$ cat src/rtl/div_unit_if.sv
`default_nettype none
// ============================================================================
//  Module      : div_unit_if
//  Description : Controller-side bundle for the iterative divider.
//                Carries the start/sign/annul controls and both operands
//                into the divider, and the {HI,LO} result, the ready pulse
//                and the stall request back out.
//                  master : controller / pipeline side (drives the controls)
//                  slave  : divider side
//  Revision    : 1.0  initial release
// ============================================================================
interface div_unit_if #(
  parameter int WIDTH = 32
);
  logic                 start;
  logic                 sign;
  logic                 annul;
  logic [WIDTH-1:0]     opdata1;
  logic [WIDTH-1:0]     opdata2;
  logic [2*WIDTH-1:0]   result;
  logic                 ready;
  logic                 stall;

  modport master (
    output start, sign, annul, opdata1, opdata2,
    input  result, ready, stall
  );

  modport slave (
    input  start, sign, annul, opdata1, opdata2,
    output result, ready, stall
  );
endinterface
`default_nettype wire

$ cat src/rtl/div_unit.sv
`default_nettype none
// ============================================================================
//  Module      : div_unit
//  Description : Iterative radix-2 restoring divider for DIV / DIVU.
//                One quotient bit per cycle, WIDTH cycles per division, plus
//                a fast path for a zero divisor.
//  Ports       : clk     - clock, rising edge
//                rst     - synchronous active-high reset
//                bus_if  - div_unit_if.slave
//                  start   : begin a division (sampled in IDLE only)
//                  sign    : 1 = signed (DIV), 0 = unsigned (DIVU)
//                  annul   : cancel the division in progress
//                  opdata1 : dividend
//                  opdata2 : divisor
//                  result  : {remainder, quotient}, held until next load
//                  ready   : one-cycle pulse, result valid
//                  stall   : combinational pipeline freeze request
//  Revision    : 1.0  initial release
// ============================================================================
module div_unit #(
  parameter int WIDTH = 32
) (
  input  logic        clk,
  input  logic        rst,
  div_unit_if.slave   bus_if
);

  localparam int CW = $clog2(WIDTH) + 1;

  localparam logic [1:0] c_IDLE    = 2'd0;
  localparam logic [1:0] c_DIVZERO = 2'd1;
  localparam logic [1:0] c_ON      = 2'd2;
  localparam logic [1:0] c_END     = 2'd3;

  localparam logic [CW-1:0] c_LAST_STEP = CW'(WIDTH - 1);

  logic [1:0]           state_q,     state_d;
  logic                 sign_mode_q, sign_mode_d;
  logic                 neg1_q,      neg1_d;
  logic                 neg2_q,      neg2_d;
  logic [WIDTH-1:0]     divisor_q,   divisor_d;
  logic [WIDTH-1:0]     raw1_q,      raw1_d;
  logic [CW-1:0]        cnt_q,       cnt_d;
  logic [2*WIDTH:0]     pr_q,        pr_d;
  logic [2*WIDTH-1:0]   result_q,    result_d;

  // Operand magnitudes; sign bits only matter in signed mode.
  logic             w_neg1;
  logic             w_neg2;
  logic [WIDTH-1:0] w_abs1;
  logic [WIDTH-1:0] w_abs2;

  assign w_neg1 = bus_if.sign & bus_if.opdata1[WIDTH-1];
  assign w_neg2 = bus_if.sign & bus_if.opdata2[WIDTH-1];
  assign w_abs1 = w_neg1 ? -bus_if.opdata1 : bus_if.opdata1;
  assign w_abs2 = w_neg2 ? -bus_if.opdata2 : bus_if.opdata2;

  // One restoring step. The upper half of the shifted remainder is taken
  // with the bit that falls off the top included (always 0, since a kept
  // trial result is never negative), which gives a spare sign bit for the
  // trial subtraction.
  logic [WIDTH+1:0] w_trial;
  logic [2*WIDTH:0] w_pr_step;

  assign w_trial   = pr_q[2*WIDTH:WIDTH-1] - {2'b00, divisor_q};
  assign w_pr_step = w_trial[WIDTH+1]
                   ? {pr_q[2*WIDTH-1:0], 1'b0}
                   : {w_trial[WIDTH:0], pr_q[WIDTH-2:0], 1'b1};

  // Sign fixup applied to the values produced by the final step.
  logic [WIDTH-1:0] w_q_raw;
  logic [WIDTH-1:0] w_r_raw;
  logic [WIDTH-1:0] w_q_fix;
  logic [WIDTH-1:0] w_r_fix;

  assign w_q_raw = w_pr_step[WIDTH-1:0];
  assign w_r_raw = w_pr_step[2*WIDTH-1:WIDTH];
  assign w_q_fix = (sign_mode_q & (neg1_q ^ neg2_q)) ? -w_q_raw : w_q_raw;
  assign w_r_fix = (sign_mode_q & neg1_q)            ? -w_r_raw : w_r_raw;

  always_comb begin
    state_d     = state_q;
    sign_mode_d = sign_mode_q;
    neg1_d      = neg1_q;
    neg2_d      = neg2_q;
    divisor_d   = divisor_q;
    raw1_d      = raw1_q;
    cnt_d       = cnt_q;
    pr_d        = pr_q;
    result_d    = result_q;

    case (state_q)
      c_IDLE: begin
        if (bus_if.start && !bus_if.annul) begin
          sign_mode_d = bus_if.sign;
          neg1_d      = w_neg1;
          neg2_d      = w_neg2;
          divisor_d   = w_abs2;
          raw1_d      = bus_if.opdata1;
          cnt_d       = '0;
          pr_d        = {{(WIDTH+1){1'b0}}, w_abs1};
          state_d     = (bus_if.opdata2 == '0) ? c_DIVZERO : c_ON;
        end
      end

      c_DIVZERO: begin
        if (bus_if.annul) begin
          state_d = c_IDLE;
        end else begin
          // Remainder is the untouched dividend, no sign fixup.
          result_d = {raw1_q, {WIDTH{1'b1}}};
          state_d  = c_END;
        end
      end

      c_ON: begin
        if (bus_if.annul) begin
          state_d = c_IDLE;
        end else begin
          pr_d  = w_pr_step;
          cnt_d = cnt_q + CW'(1);
          if (cnt_q == c_LAST_STEP) begin
            result_d = {w_r_fix, w_q_fix};
            state_d  = c_END;
          end
        end
      end

      c_END: begin
        state_d = c_IDLE;
      end

      default: begin
        state_d = c_IDLE;
      end
    endcase
  end

  always_ff @(posedge clk) begin
    if (rst) begin
      state_q     <= c_IDLE;
      sign_mode_q <= 1'b0;
      neg1_q      <= 1'b0;
      neg2_q      <= 1'b0;
      divisor_q   <= '0;
      raw1_q      <= '0;
      cnt_q       <= '0;
      pr_q        <= '0;
      result_q    <= '0;
    end else begin
      state_q     <= state_d;
      sign_mode_q <= sign_mode_d;
      neg1_q      <= neg1_d;
      neg2_q      <= neg2_d;
      divisor_q   <= divisor_d;
      raw1_q      <= raw1_d;
      cnt_q       <= cnt_d;
      pr_q        <= pr_d;
      result_q    <= result_d;
    end
  end

  assign bus_if.result = result_q;
  assign bus_if.ready  = (state_q == c_END);
  assign bus_if.stall  = bus_if.start & ~bus_if.ready & ~bus_if.annul;

endmodule
`default_nettype wire
$ cat src/flat_wrapper.sv
// flat-port wrapper written by rule: the top's interface ports become plain ports
module div_unit_flat 
#(
  parameter int WIDTH = 32
)
  (clk, rst, bus_if_start, bus_if_sign, bus_if_annul, bus_if_opdata1, bus_if_opdata2, bus_if_result, bus_if_ready, bus_if_stall);
  div_unit_if #(.WIDTH(WIDTH)) bus_if_i ();
  input  logic clk;
  input  logic rst;
  input wire logic [$bits(bus_if_i.start)-1:0] bus_if_start;
  input wire logic [$bits(bus_if_i.sign)-1:0] bus_if_sign;
  input wire logic [$bits(bus_if_i.annul)-1:0] bus_if_annul;
  input wire logic [$bits(bus_if_i.opdata1)-1:0] bus_if_opdata1;
  input wire logic [$bits(bus_if_i.opdata2)-1:0] bus_if_opdata2;
  output wire logic [$bits(bus_if_i.result)-1:0] bus_if_result;
  output wire logic [$bits(bus_if_i.ready)-1:0] bus_if_ready;
  output wire logic [$bits(bus_if_i.stall)-1:0] bus_if_stall;
  assign bus_if_i.start = bus_if_start;
  assign bus_if_i.sign = bus_if_sign;
  assign bus_if_i.annul = bus_if_annul;
  assign bus_if_i.opdata1 = bus_if_opdata1;
  assign bus_if_i.opdata2 = bus_if_opdata2;
  assign bus_if_result = bus_if_i.result;
  assign bus_if_ready = bus_if_i.ready;
  assign bus_if_stall = bus_if_i.stall;
  div_unit #(.WIDTH(WIDTH)) u_core (.clk(clk), .rst(rst), .bus_if(bus_if_i));
endmodule
$ cat config.mk
export PLATFORM = sky130hd
export DESIGN_NAME = div_unit_flat
export DESIGN_NICKNAME = d
export VERILOG_FILES = /design/src/rtl/div_unit_if.sv /design/src/rtl/div_unit.sv /design/src/flat_wrapper.sv
export SDC_FILE = /design/constraint.sdc
export NUM_CORES = 1
export LEC_CHECK = 0
export BUFFER_PORTS_ARGS = -buffer_cell sky130_fd_sc_hd__clkbuf_2
export CAP_MARGIN = 20
export CORE_MARGIN = 4
export CORE_UTILIZATION = 53
export DETAILED_ROUTE_END_ITERATION = 6
export GPL_TIMING_DRIVEN = 0
export PLACE_DENSITY = 0.73
export SLEW_MARGIN = 5
export SYNTH_ARGS = -nofsm -noshare
export SYNTH_HDL_FRONTEND = slang
export SYNTH_SLANG_ARGS = --single-unit
$ cat constraint.sdc
create_clock -name clk -period 6 [get_ports clk]
set_input_delay 1.2 -clock clk [delete_from_list [all_inputs] [get_ports clk]]
set_output_delay 1.2 -clock clk [all_outputs]
set_load 0.05 [all_outputs]
==> reports/results.md <==
- **status** completed
- **Final Hold Viols** 0
- **Internal Power** 3600 µW
- **die outline area** 0.0268 mm²
- **critical path launch point type** flop
- **Sequential Power Share** 0.261
- **clock network fraction of design power** 0.223
- **Max clock buf depth** 3
- **synthesized netlist net count** 1834
- **DR WL/cell** 20.1 µm
- **Yosys top cell by area** dfxtp_1
- **number of global-route vias before repair** 12400
- **# fillers** 2270
- **number of design rule violations left after detail routing** 0
- **antenna violations before repair** 0
- **placer's final routability congestion estimate** 0.965
- **post-CTS setup-driven buffer insertion count** 0
- **Clock Sinks** 204
- **placeable core area** 0.0237 mm²
- **I/O pins** 135
- **post-layout instance count excluding filler cells** 2217
- **Layout Area Growth over Synthesis** 14.9%
- **main flop type after synthesis** dfxtp_1
- **CTS H-tree depth** 1
- **die height** 164 µm
- **max-slew violation count** 0
- **number of cells produced by synthesis** 1723
- **final setup skew** 0.0173 ns
- **DR iter-0 viols** 1489
- **required time of the critical path** 6.42 ns
- **combinational cell fraction of total power** 0.516
- **critical path peak fanout** 10
- **Starting Density** 0.542
- **Routed WL** 44600 µm
- **port bufs** 133
- **Vias** 13400
- **number of enable flip-flop cells after synthesis** 0
- **number of cells traversed by the worst hold path** 2
- **Worst-path clk slew** 0.06 ns
- **Worst Max-Slew Pin Slew** 1.03 ns
- **share of layout cells above drive strength 1** 0.113
- **horizontal extent of the die** 164 µm
- **Reg-to-Reg End** u_core.bus_if.result[62]
- **maximum achievable frequency** 175 MHz
- **Bufs and invs on worst path** 3
- **post-route antenna net violation count** 0
- **syn_area_per_cell** 7.45 µm²
- **number of placed instances with taps included** 2175
- **Crit path arrival time** 6.14 ns
- **Synth Register Bits** 204
- **post-layout net count** 1992
- **CP top delay family** compound AO/OA/AOI/OAI gates
- **class of the most critical setup path** reg2reg
- **final worst path period need** 5.73 ns
- **CP Cell Sequence** ha_1, a21o_1, a21oi_1, a21oi_1, a211o_1, a21oi_2, xnor2_4, buf_2, clkbuf_4, clkbuf_4, mux2i_2, ha_1, or4b_1, a22oi_2, nand2_1, o41ai_2, xor2_1, a221oi_1
- **RR Startpoint** u_core.pr_q[34]
- **number of buffers inserted during clock tree synthesis** 24
- **Sum Neg Setup Slack** 0 ns
- **FF-to-FF setup slack** 0.27 ns
- **Gates resized, CTS repair** 2
- **maximum vdd drop** 0.249 mV
- **switching power of the nets** 3270 µW
- **Async S/R FF share, synth** 0
- **RSZ-0062 raised after global routing** false
- **largest cells by area after synthesis** dfxtp_1 (32%), nand2_1 (7.9%), a21oi_1 (6.4%)
- **setup violation total in the final timing report** 0
- **headroom to the max-slew limit** 0.308
- **final clock period utilization by the worst path** 0.954
- **Max stage delay on crit path** 0.56 ns
- **switching fraction of total power** 0.476
- **top cell type's share of synthesized area** 0.318
- **Worst Setup Slack, final** 0.274 ns
- **combined area of all synthesized cells** 0.0128 mm²
- **remaining global-route overflow** 0
- **Pwr Density** 465 mW/mm²
- **row count** 56
- **CTS Hold Buffers Added** 0
- **max cap viols** 0
- **Hold Crit Start** u_core.raw1_q[16]
- **Pre-antenna DRT Iters** 5
- **Worst setup EP type** flop
- **GRT Resource Usage Total** 0.322
- **count of antenna diodes in the layout** 0
- **DR vias/cell** 6.06
- **area taken by flip-flops and latches** 0.00408 mm²
- **Static Leak** 0.00571 µW
- **total number of yosys warnings** 0
- **largest net degree at the start of global routing** 14
- **wire length of the first global-routing pass** 67900 µm
- **destination of the worst hold path** u_core.raw1_q[16]
- **multi-input combinational cell area** 0.00813 mm²
- **sequential fraction of the synthesis area** 0.318
- **pre-CTS setup slack** -0.0993 ns
- **post-detail-place hpwl** 35000 µm
- **min-delay worst type** reg2reg
- **buffer type at the clock tree root** clkbuf_16
- **CP max stage cell** or4b_1
- **number of distinct library cells after synthesis** 75
- **TritonCTS clock tree** done
- **post-route worst hold slack** 0.454 ns
- **Clk Latency, worst-skew pair** 0.53 ns
- **overall power consumption** 6860 µW
- **worst reg-to-reg path cell count** 18
==> logic make-up (layout without fill, tap and decap cells) <==
kind of cell             after synthesis  after routing  synth area share
AND/OR/NAND/NOR                      647            647             0.223
flip-flops                           204            204             0.318
XOR/XNOR                             152            152             0.105
adder cells (fa/ha/maj)               42             42            0.0415
multiplexers                          36             36            0.0288
buffers and inverters                169            344            0.0501
AO/OA/AOI/OAI                        473            473             0.233
==> registers in the layout, summed over array words and instances (netlist names) <==
signal / cells
u_core.bus_if.result: 64
u_core.cnt_q: 6
u_core.divisor_q: 32
u_core.neg1_q: 1
u_core.neg2_q: 1
u_core.pr_q: 65
u_core.raw1_q: 32
u_core.sign_mode_q: 1
u_core.state_q: 2
==> metal layers <==
metal,vias to the layer above,global-route usage,wire [µm]
met3,123,0.0437,4020
li1,6348,-,-
met2,701,0.536,20200
met1,6270,0.412,18000
met5,-,0,0
met4,0,0.156,2340
==> per-stage QoR <==
step	utilization	instance area [µm²]
after global placement	0.587	13900
after global routing	0.623	14800
after detailed placement	0.587	13900
final	0.623	14800
after CTS	0.622	14700
after floorplan	-	12800
==> placed cells by master (no fill, tap or decap), types with 9 or more instances in the layout <==
cell,instances
nand2_1,272
nor2_1,216
dfxtp_1,204
a21oi_1,163
clkbuf_2,134
clkbuf_1,99
o21ai_0,91
xnor2_1,80
xor2_1,71
a211oi_1,70
inv_1,60
ha_1,41
mux2i_1,27
clkbuf_16,25
nor3_1,23
a22oi_1,20
o31ai_1,18
nor4_1,17
a21o_1,14
a311oi_1,13
nand3_1,12
nor3b_1,12
nand2b_1,11
or4_1,11
or3_1,11
a31oi_1,10
nand4_1,9
nor2b_1,9
==> worst max-delay path by stage <==
stage | from | to | slack (ns) | cells past startpoint
global placement | u_core.pr_q[34] | u_core.bus_if.result[62] | -0.08 | 20
CTS | u_core.pr_q[34] | u_core.bus_if.result[62] | 0.09 | 18
detailed placement | u_core.pr_q[34] | u_core.bus_if.result[62] | -0.1 | 18
floorplan | u_core.pr_q[34] | u_core.bus_if.result[62] | 1.09 | 18
finish | u_core.pr_q[34] | u_core.bus_if.result[62] | 0.27 | 18
global route | u_core.pr_q[34] | u_core.bus_if.result[62] | 0.007 | 18
==> cell usage after synthesis, drive strengths merged, types with 3 or more instances <==
master,number
a311oi,13
inv,61
a22oi,22
ha,41
xor2,71
o31ai,20
and3b,3
nor4,18
nor3,23
o211a,3
and2,10
mux2i,28
nand2b,11
a31oi,10
nand2,272
o21a,3
buf,12
nor2b,9
o21ai,97
o211ai,7
o41ai,10
clkbuf,96
nor2,216
nor3b,12
a41oi,4
a2111oi,3
nand3b,5
xnor2,81
nand4,9
a21oi,165
dfxtp,204
and4,4
or4,11
or2,8
nand3,13
a221oi,5
o22ai,8
o21bai,5
and3,6
a211oi,70
mux2,8
or3,11
a21o,14
==> power groups by stage <==
stage	clock (µW)	sequential, µW	combinational, µW
final	1530	1790	3540
after global routing	1600	1820	3800
after CTS	1540	1790	3460
after detailed placement	0	1820	3440
after global placement	0	1810	3410
after floorplan	0	2200	2090
==> layout make-up <==
cell class                 count  share of cell area
inverter                      61              0.0155
tap                          319              0.0270
sequential                   204               0.277
clock inverter                 6             0.00602
timing repair buffer         133              0.0451
clock buffer                  37              0.0502
multi-input combinational   1350               0.551
buffer                       107              0.0283
==> worst register-to-register path: stages (launching register included) <==
cell and delay, ns:
dfxtp_1 0.48, ha_1 0.35, a21o_1 0.21, a21oi_1 0.24, a21oi_1 0.23, a211o_1 0.37
a21oi_2 0.24, xnor2_4 0.21, buf_2 0.32, clkbuf_4 0.30, clkbuf_4 0.31, mux2i_2 0.33
ha_1 0.34, or4b_1 0.56, a22oi_2 0.27, nand2_1 0.19, o41ai_2 0.27, xor2_1 0.13
a221oi_1 0.29
Power figures use the tool's default switching activity.
